===== config.mk =====
export PLATFORM = sky130hd
export DESIGN_NAME = hella_cache_arbiter_n
export DESIGN_NICKNAME = d
export VERILOG_FILES = /design/src/rtl/hella_arb_pkg.sv /design/src/rtl/hella_arb_pick.sv /design/src/rtl/hella_cache_arbiter_n.sv
export SDC_FILE = /design/constraint.sdc
export NUM_CORES = 1
export LEC_CHECK = 0
export ABC_AREA = 1
export CORE_AREA = 8 8 173 175
export CTS_BUF_LIST = sky130_fd_sc_hd__clkbuf_4 sky130_fd_sc_hd__clkbuf_8
export CTS_CLUSTER_DIAMETER = 50
export DETAILED_ROUTE_END_ITERATION = 12
export DIE_AREA = 0 0 181 183
export REMOVE_ABC_BUFFERS = 1
export SKIP_CTS_REPAIR_TIMING = 1
export SLEW_MARGIN = 0
export SYNTH_ARGS = -nofsm -noshare
export SYNTH_HDL_FRONTEND = slang
export SYNTH_SLANG_ARGS = --single-unit

===== constraint.sdc =====
create_clock -name clk -period 2.9 [get_ports clk]
set_clock_uncertainty 0.05 [all_clocks]
set_input_delay 0.58 -clock clk [delete_from_list [all_inputs] [get_ports clk]]
set_output_delay 0.58 -clock clk [all_outputs]
set_load 0.005 [all_outputs]

===== src/rtl/hella_arb_pkg.sv =====
// Shared constants and helpers for the N-way HellaCache arbiter.
// Exports M_CMD_W, TYP_W, XCPT_W and the clog2_min1 index-width function.
package hella_arb_pkg;

   localparam int M_CMD_W = 5;
   localparam int TYP_W   = 3;
   localparam int XCPT_W  = 4;

   // Index width for n requestors, never below one bit.
   function automatic int clog2_min1(input int n);
      return (n <= 2) ? 1 : $clog2(n);
   endfunction

endpackage


===== src/rtl/hella_arb_pick.sv =====
// N-way request picker: one-hot grant plus winner index.
// Ports: valid (N) in; rr (IDX_W) in when HELLA_ARB_RR_EN; gnt (N), idx (IDX_W) out.
// Macro HELLA_ARB_RR_EN: search starts at rr, else lowest index wins.
module hella_arb_pick
   import hella_arb_pkg::*;
#(
   parameter int N     = 2,
   parameter int IDX_W = clog2_min1(N)
) (
`ifdef HELLA_ARB_RR_EN
   input  logic [IDX_W-1:0] rr,
`endif
   input  logic [N-1:0]     valid,
   output logic [N-1:0]     gnt,
   output logic [IDX_W-1:0] idx
);

   logic [IDX_W-1:0] base;
   logic             found;
   int               j;

`ifdef HELLA_ARB_RR_EN
   assign base = rr;
`else
   assign base = '0;
`endif

   // Scan N slots starting at base, wrapping once.
   always_comb begin
      gnt   = '0;
      idx   = '0;
      found = 1'b0;
      j     = 0;
      for (int k = 0; k < N; k++) begin
         j = int'(base) + k;
         if (j >= N) j = j - N;
         if (!found && valid[j]) begin
            found  = 1'b1;
            gnt[j] = 1'b1;
            idx    = IDX_W'(j);
         end
      end
   end

endmodule


===== src/rtl/hella_cache_arbiter_n.sv =====
// N-requestor HellaCache arbiter: grants one request per cycle, appends the
// requestor index to the tag, tracks ownership through s1/s2 and routes
// s1_kill/s1_data, s2_nack and tagged responses to the right client.
// Ports: io_requestor_* (N packed clients), io_mem_* (single cache port),
// clk, reset (sync, active-high). Macro HELLA_ARB_RR_EN selects round-robin.
module hella_cache_arbiter_n
   import hella_arb_pkg::*;
#(
   parameter int N      = 2,
   parameter int ADDR_W = 32,
   parameter int DATA_W = 32,
   parameter int TAG_W  = 9,
   parameter int IDX_W  = clog2_min1(N)
) (
   input  logic                   clk,
   input  logic                   reset,
   input  logic [N-1:0]           io_requestor_req_valid,
   output logic [N-1:0]           io_requestor_req_ready,
   input  logic [N*ADDR_W-1:0]    io_requestor_req_bits_addr,
   input  logic [N*TAG_W-1:0]     io_requestor_req_bits_tag,
   input  logic [N*M_CMD_W-1:0]   io_requestor_req_bits_cmd,
   input  logic [N*TYP_W-1:0]     io_requestor_req_bits_typ,
   input  logic [N-1:0]           io_requestor_req_bits_phys,
   input  logic [N*DATA_W-1:0]    io_requestor_req_bits_data,
   input  logic [N-1:0]           io_requestor_s1_kill,
   input  logic [N*DATA_W-1:0]    io_requestor_s1_data,
   output logic [N-1:0]           io_requestor_s2_nack,
   output logic [N-1:0]           io_requestor_resp_valid,
   output logic [TAG_W-1:0]       io_requestor_resp_bits_tag,
   output logic [DATA_W-1:0]      io_requestor_resp_bits_data,
   output logic                   io_requestor_resp_bits_has_data,
   output logic                   io_requestor_resp_bits_replay,
   output logic                   io_requestor_replay_next,
   output logic [XCPT_W-1:0]      io_requestor_xcpt,
   input  logic [N-1:0]           io_requestor_invalidate_lr,
   output logic                   io_requestor_ordered,
   output logic                   io_mem_req_valid,
   input  logic                   io_mem_req_ready,
   output logic [ADDR_W-1:0]      io_mem_req_bits_addr,
   output logic [TAG_W+IDX_W-1:0] io_mem_req_bits_tag,
   output logic [M_CMD_W-1:0]     io_mem_req_bits_cmd,
   output logic [TYP_W-1:0]       io_mem_req_bits_typ,
   output logic                   io_mem_req_bits_phys,
   output logic [DATA_W-1:0]      io_mem_req_bits_data,
   output logic                   io_mem_s1_kill,
   output logic [DATA_W-1:0]      io_mem_s1_data,
   input  logic                   io_mem_s2_nack,
   input  logic                   io_mem_resp_valid,
   input  logic [TAG_W+IDX_W-1:0] io_mem_resp_bits_tag,
   input  logic [DATA_W-1:0]      io_mem_resp_bits_data,
   input  logic                   io_mem_resp_bits_has_data,
   input  logic                   io_mem_resp_bits_replay,
   input  logic                   io_mem_replay_next,
   input  logic [XCPT_W-1:0]      io_mem_xcpt,
   input  logic                   io_mem_ordered,
   output logic                   io_mem_invalidate_lr
);

   logic [N-1:0]     gnt;
   logic [IDX_W-1:0] win;
   logic             fire;
   logic             s1_valid;
   logic             s2_valid;
   logic [IDX_W-1:0] s1_id;
   logic [IDX_W-1:0] s2_id;
   logic [IDX_W-1:0] resp_idx;

`ifdef HELLA_ARB_RR_EN
   logic [IDX_W-1:0] rr;
`endif

   hella_arb_pick #(
      .N     (N),
      .IDX_W (IDX_W)
   ) u_pick (
`ifdef HELLA_ARB_RR_EN
      .rr    (rr),
`endif
      .valid (io_requestor_req_valid),
      .gnt   (gnt),
      .idx   (win)
   );

   // Request path: winner's fields straight through, no buffering.
   assign io_mem_req_valid = |io_requestor_req_valid;
   assign fire = io_mem_req_valid & io_mem_req_ready;
   assign io_requestor_req_ready = gnt & {N{io_mem_req_ready}};

   assign io_mem_req_bits_addr =
      io_requestor_req_bits_addr[int'(win)*ADDR_W +: ADDR_W];
   assign io_mem_req_bits_tag = {
      io_requestor_req_bits_tag[int'(win)*TAG_W +: TAG_W], win};
   assign io_mem_req_bits_cmd =
      io_requestor_req_bits_cmd[int'(win)*M_CMD_W +: M_CMD_W];
   assign io_mem_req_bits_typ =
      io_requestor_req_bits_typ[int'(win)*TYP_W +: TYP_W];
   assign io_mem_req_bits_phys =
      io_requestor_req_bits_phys[int'(win)];
   assign io_mem_req_bits_data =
      io_requestor_req_bits_data[int'(win)*DATA_W +: DATA_W];

   // Ownership pipeline: who issued the request now in s1 and in s2.
   always_ff @(posedge clk) begin
      if (reset) begin
         s1_valid <= 1'b0;
         s2_valid <= 1'b0;
         s1_id    <= '0;
         s2_id    <= '0;
      end else begin
         s1_valid <= fire;
         s1_id    <= win;
         s2_valid <= s1_valid;
         s2_id    <= s1_id;
      end
   end

`ifdef HELLA_ARB_RR_EN
   // Next search starts just past the last winner.
   always_ff @(posedge clk) begin
      if (reset) begin
         rr <= '0;
      end else if (fire) begin
         if (int'(win) == N - 1) rr <= '0;
         else                    rr <= win + 1'b1;
      end
   end
`endif

   // Stage-1 sideband from the s1 owner only.
   assign io_mem_s1_kill =
      s1_valid & io_requestor_s1_kill[int'(s1_id)];
   assign io_mem_s1_data = s1_valid ?
      io_requestor_s1_data[int'(s1_id)*DATA_W +: DATA_W] : '0;

   // Nack and response steering; an index past N-1 matches nobody.
   assign resp_idx = io_mem_resp_bits_tag[IDX_W-1:0];

   for (genvar i = 0; i < N; i++) begin : g_route
      assign io_requestor_s2_nack[i] =
         io_mem_s2_nack & s2_valid & (s2_id == IDX_W'(i));
      assign io_requestor_resp_valid[i] =
         io_mem_resp_valid & (resp_idx == IDX_W'(i));
   end

   assign io_requestor_resp_bits_tag =
      io_mem_resp_bits_tag[TAG_W+IDX_W-1:IDX_W];
   assign io_requestor_resp_bits_data     = io_mem_resp_bits_data;
   assign io_requestor_resp_bits_has_data = io_mem_resp_bits_has_data;
   assign io_requestor_resp_bits_replay   = io_mem_resp_bits_replay;
   assign io_requestor_replay_next        = io_mem_replay_next;
   assign io_requestor_xcpt               = io_mem_xcpt;
   assign io_requestor_ordered            = io_mem_ordered;
   assign io_mem_invalidate_lr = |io_requestor_invalidate_lr;

endmodule


# == Word-level counts from Yosys, hierarchy flattened ==
# Index checks and enable logic that the tools add are counted.
# classes
n_mul,3
order_cmp,2
shift,6
n_mux,9
bitwise_logic,10
n_reduce_logical,4
# ops
operator,count
indexed part select 64 x 7 -> 32 bit,3
2-to-1 mux 32 bit,1
indexed part select 18 x 6 -> 9 bit,1
indexed part select 10 x 5 -> 5 bit,1
AND 1 bit,7
2-to-1 mux 1 bit,7
indexed part select 6 x 4 -> 3 bit,1
"multiplier 1 x 4 -> 5 bit, second input constant",1
"less-than comparator 1 x 2 -> 1 bit, second input constant",2
"multiplier 1 x 3 -> 4 bit, second input constant",1
OR reduction 2 bit,2
"multiplier 1 x 2 -> 3 bit, second input constant",1
AND 2 bit,1
2-to-1 mux 2 bit,1
inverter 1 bit,2
logical AND 1 bit,1
logical NOT 1 bit,1
# totals
regBits,4
output_inout_bits,173
wordCells,38

# == Depth between registers and ports, before layout ==
# depth
word_depth,6
ltp_mapped,6
ltp_nobuf,4

# == Hierarchy ==
# Synthesis repeated with hierarchy kept, for this count alone.
# hier_totals
cells_unflattened,523
area_unflattened_um2,2275.9
# by_module_without_submodules
module,n_inst,cells_per_inst,area_each_um2,seq_area_each_um2
hella_cache_arbiter_n,1,519,2250.9,80.1
hella_arb_pick,1,4,25.0,0.0

# == Worst setup path before layout ==
# Ideal clock, no wire load.
# synth_timing
path_type,input to output
from,input io_requestor_req_valid[0]
to,output io_mem_req_bits_addr[10]
arrival_ps,1133
required_time_ps,2270
slack_ps,1137
path_stages,5
path_buffers,2
path_cell_list,inv_2 -> buf_2 -> buf_2 -> nand3_1 -> nand2_1
# synth_between
elab_chain_cells,5
# synth_lines
element,line_no,rtl
"start, declared",hella_cache_arbiter_n.sv:17,"input logic [N-1:0] io_requestor_req_valid,"
2-to-1 mux 1 bit,hella_arb_pick.sv:37,if (!found && valid[j]) begin
logical NOT 1 bit,hella_arb_pick.sv:37,
logical AND 1 bit,hella_arb_pick.sv:37,
2-to-1 mux 1 bit,hella_arb_pick.sv:37,
indexed part select 64 x 7 -> 32 bit,hella_cache_arbiter_n.sv:90,io_requestor_req_bits_addr[int'(win)*ADDR_W +: ADDR_W];
"end, declared",hella_cache_arbiter_n.sv:39,"output logic [ADDR_W-1:0] io_mem_req_bits_addr,"
# Every way passes these cells.

# == Worst setup path in the final report ==
# layout_timing
from,input io_requestor_req_valid[1]
to,output io_mem_req_bits_tag[3]
# layout_between
elab_chain_cells,4
# layout_lines
element,line_no,rtl
logical AND 1 bit,hella_arb_pick.sv:37,
2-to-1 mux 1 bit,hella_arb_pick.sv:37,
multiplier 1 x 4 -> 5 bit,hella_cache_arbiter_n.sv:92,"io_requestor_req_bits_tag[int'(win)*TAG_W +: TAG_W], win};"
indexed part select 18 x 6 -> 9 bit,hella_cache_arbiter_n.sv:92,
"end, declared",hella_cache_arbiter_n.sv:40,"output logic [TAG_W+IDX_W-1:0] io_mem_req_bits_tag,"
# Every way passes these cells.

==> out/qor.txt <==
Hold WC Path Type: reg2reg
Yosys reg bits: 4
CTS clk-pin slew, worst paths: 0.03 ns
Ys async rst share: 0%
Largest cells by area after synthesis: nand2_1, buf_4, nand3_1
# DRC: 0
Dpl cells: 1,176
Detail Route Antenna Nets: 0
First-pass GRT wire length: 27.9 mm
Non-filler cells, final: 1,181
Final Routed Wirelength: 20.1 mm
Chip width: 181 um
Layout cells sized above 1: 4.43%
Register area share after synthesis: 3.30%
Setup crit end kind: output pin
CP startpoint: io_requestor_req_valid[1]
Worst r2r src: s1_valid$_SDFF_PP0_
WL/cell: 17.0 um
Dpl ws: -0.00116 ns
Diode count: 0
Min Tclk post-route: 2.59 ns
Vias: 4,314
Max transition margin: 66.0%
Nets@finish: 1,126
Drt pass-1 iters: 6
Slowest-stage cell, CP: clkdlybuf4s50_1
CP Launch Type: primary input
WS Path Type: in2out
Initial detailed-routing violation count: 128
Status: complete, no violations
Post-layout instance area: 0.00628 mm^2
Post-synth top area share: 36.1%
Critical Path AT: 1.96 ns
GRT overflow: 0
# setup viols final: 0
GPL Wtd Cong: 0.790
Crit-path max cell delay: 0.51 ns
Synth-to-layout area growth: 158%
Final WS setup: 0.313 ns
Crit-path cells: buf_2 > buf_12 > buf_12 > nand3_1 > nand2_1 > clkdlybuf4s50_1
Worst skew pair latency: 0.22 ns
Max-Cap Viols: 0
Gr usage total: 11.0%
Synth Instances: 528
EDFF count, synth: 0
Core ar.: 0.0273 mm^2
Slew @ Worst Pin: 0.510 ns
Pwr Density: 167 mW/mm^2
Crit path top cell by count: buf_12
Initial Utilization: 8.89%
Ys flop type: dfxtp_1
H-tree depth: 1
Top-count cell post-synth: nand2_1
Hold path start: s1_id$_SDFF_PP0_
Final Max Slew Viols: 0
Number of CTS-inserted buffers: 3
Num ports: 462
Fin crit share: 89.2%
Via/cell ratio: 3.65
HPWL after DPL: 17.1 mm
CTS tree: done
Worst Path Max Fanout: 40
Synth area leader: nand2_1
Clk sinks: 4
Chip height: 183 um
Initial antenna violation count: 1
Maximum VDD drop: 99.1 uV
Number of global-route vias before repair: 4,439
Largest net degree at the start of global routing: 41
Hold Violations, Final: 0
Setup TNS: 0 ns
P_leak: 0.00284 uW
Syn Std Cell Area: 0.00243 mm^2
CP required: 2.27 ns
Yosys cell types: 12
Mapped Avg Cell Area: 4.60 um^2
Post-synth top cells: nand2_1, nand3_1, nor2_1
Root buffer cell: clkbuf_8
Placed Instance Area: 0.00618 mm^2
PortBufs: 363
RSZ-0062 raised after global routing: no
Tot Pwr: 1050 uW
Die ar.: 0.0331 mm^2
FMAX: 0.387 GHz
Row count: 61
Clock Path Buffers: 2
Syn. warnings: 0
[worst max-delay path: cells and delay by family]
kind,cells,cell delay [ns]
AND/OR/NAND/NOR,2,0.22
buffers and inverters,4,1.11
[layer usage]
metal | routed length (um) | global-route usage, % | up-vias
met5 | 98 | 2.51 | -
met4 | 4 | 0.197 | 2
met3 | 3640 | 9.26 | 4
met2 | 7810 | 15.8 | 341
met1 | 8560 | 12.8 | 1816
li1 | - | - | 2151
[registers in the layout (all words and copies together) (netlist names)]
register / count
s1_id: 1
s1_valid: 1
s2_id: 1
s2_valid: 1
[logic make-up after synthesis]
kind of cell | count (synthesis) | synth area share, %
buffers and inverters | 131 | 31.5
flip-flops | 4 | 3.30
AND/OR/NAND/NOR | 393 | 65.2
[cell type report]
| type | count | area, um^2 |
|---|---|---|
| multi-input combinational | 393 | 1590 |
| clock buffer | 3 | 41.3 |
| timing repair buffer | 392 | 3970 |
| tap | 346 | 433 |
| fill | 3075 | 21000 |
| sequential | 4 | 81.3 |
| inverter | 43 | 164 |
[layout by cell type (no fill, tap or decap), types with 2 or more instances in the layout]
master,n
clkdlybuf4s50_1,361
nand2_1,234
nand3_1,82
nor2_1,74
inv_1,42
buf_4,20
buf_12,7
clkbuf_8,3
dfxtp_1,3
clkbuf_16,2
[power by group]
group          switching [uW]  leakage (uW)  total (uW)  internal [uW]
registers                5.20     0.0000332        63.0           57.8
clock network            27.5     0.0000216         116           88.4
logic                     289       0.00279         867            578
[per-stage QoR]
stage | hold WS (ns) | utilization [%]
finish | 0.610 | 23.0
global route | 0.661 | 23.0
CTS | 0.619 | 22.8
detailed placement | 0.610 | 22.6
global placement | 0.618 | 22.6
floorplan | 0.602 | -
[path summary, 6_finish.rpt]
| kind | end | slack (ns) | depth (start not counted) |
|---|---|---|---|
| worst max-delay path | io_mem_req_bits_tag[3] | 0.31 | 6 |
| worst min-delay path | s2_id$_SDFF_PP0_ | 0.61 | 2 |
| worst max register to register | s2_valid$_SDFF_PP0_ | 1.94 | 3 |
| worst min register to register | s2_id$_SDFF_PP0_ | 0.61 | 2 |
Power figures use the tool's default switching activity.
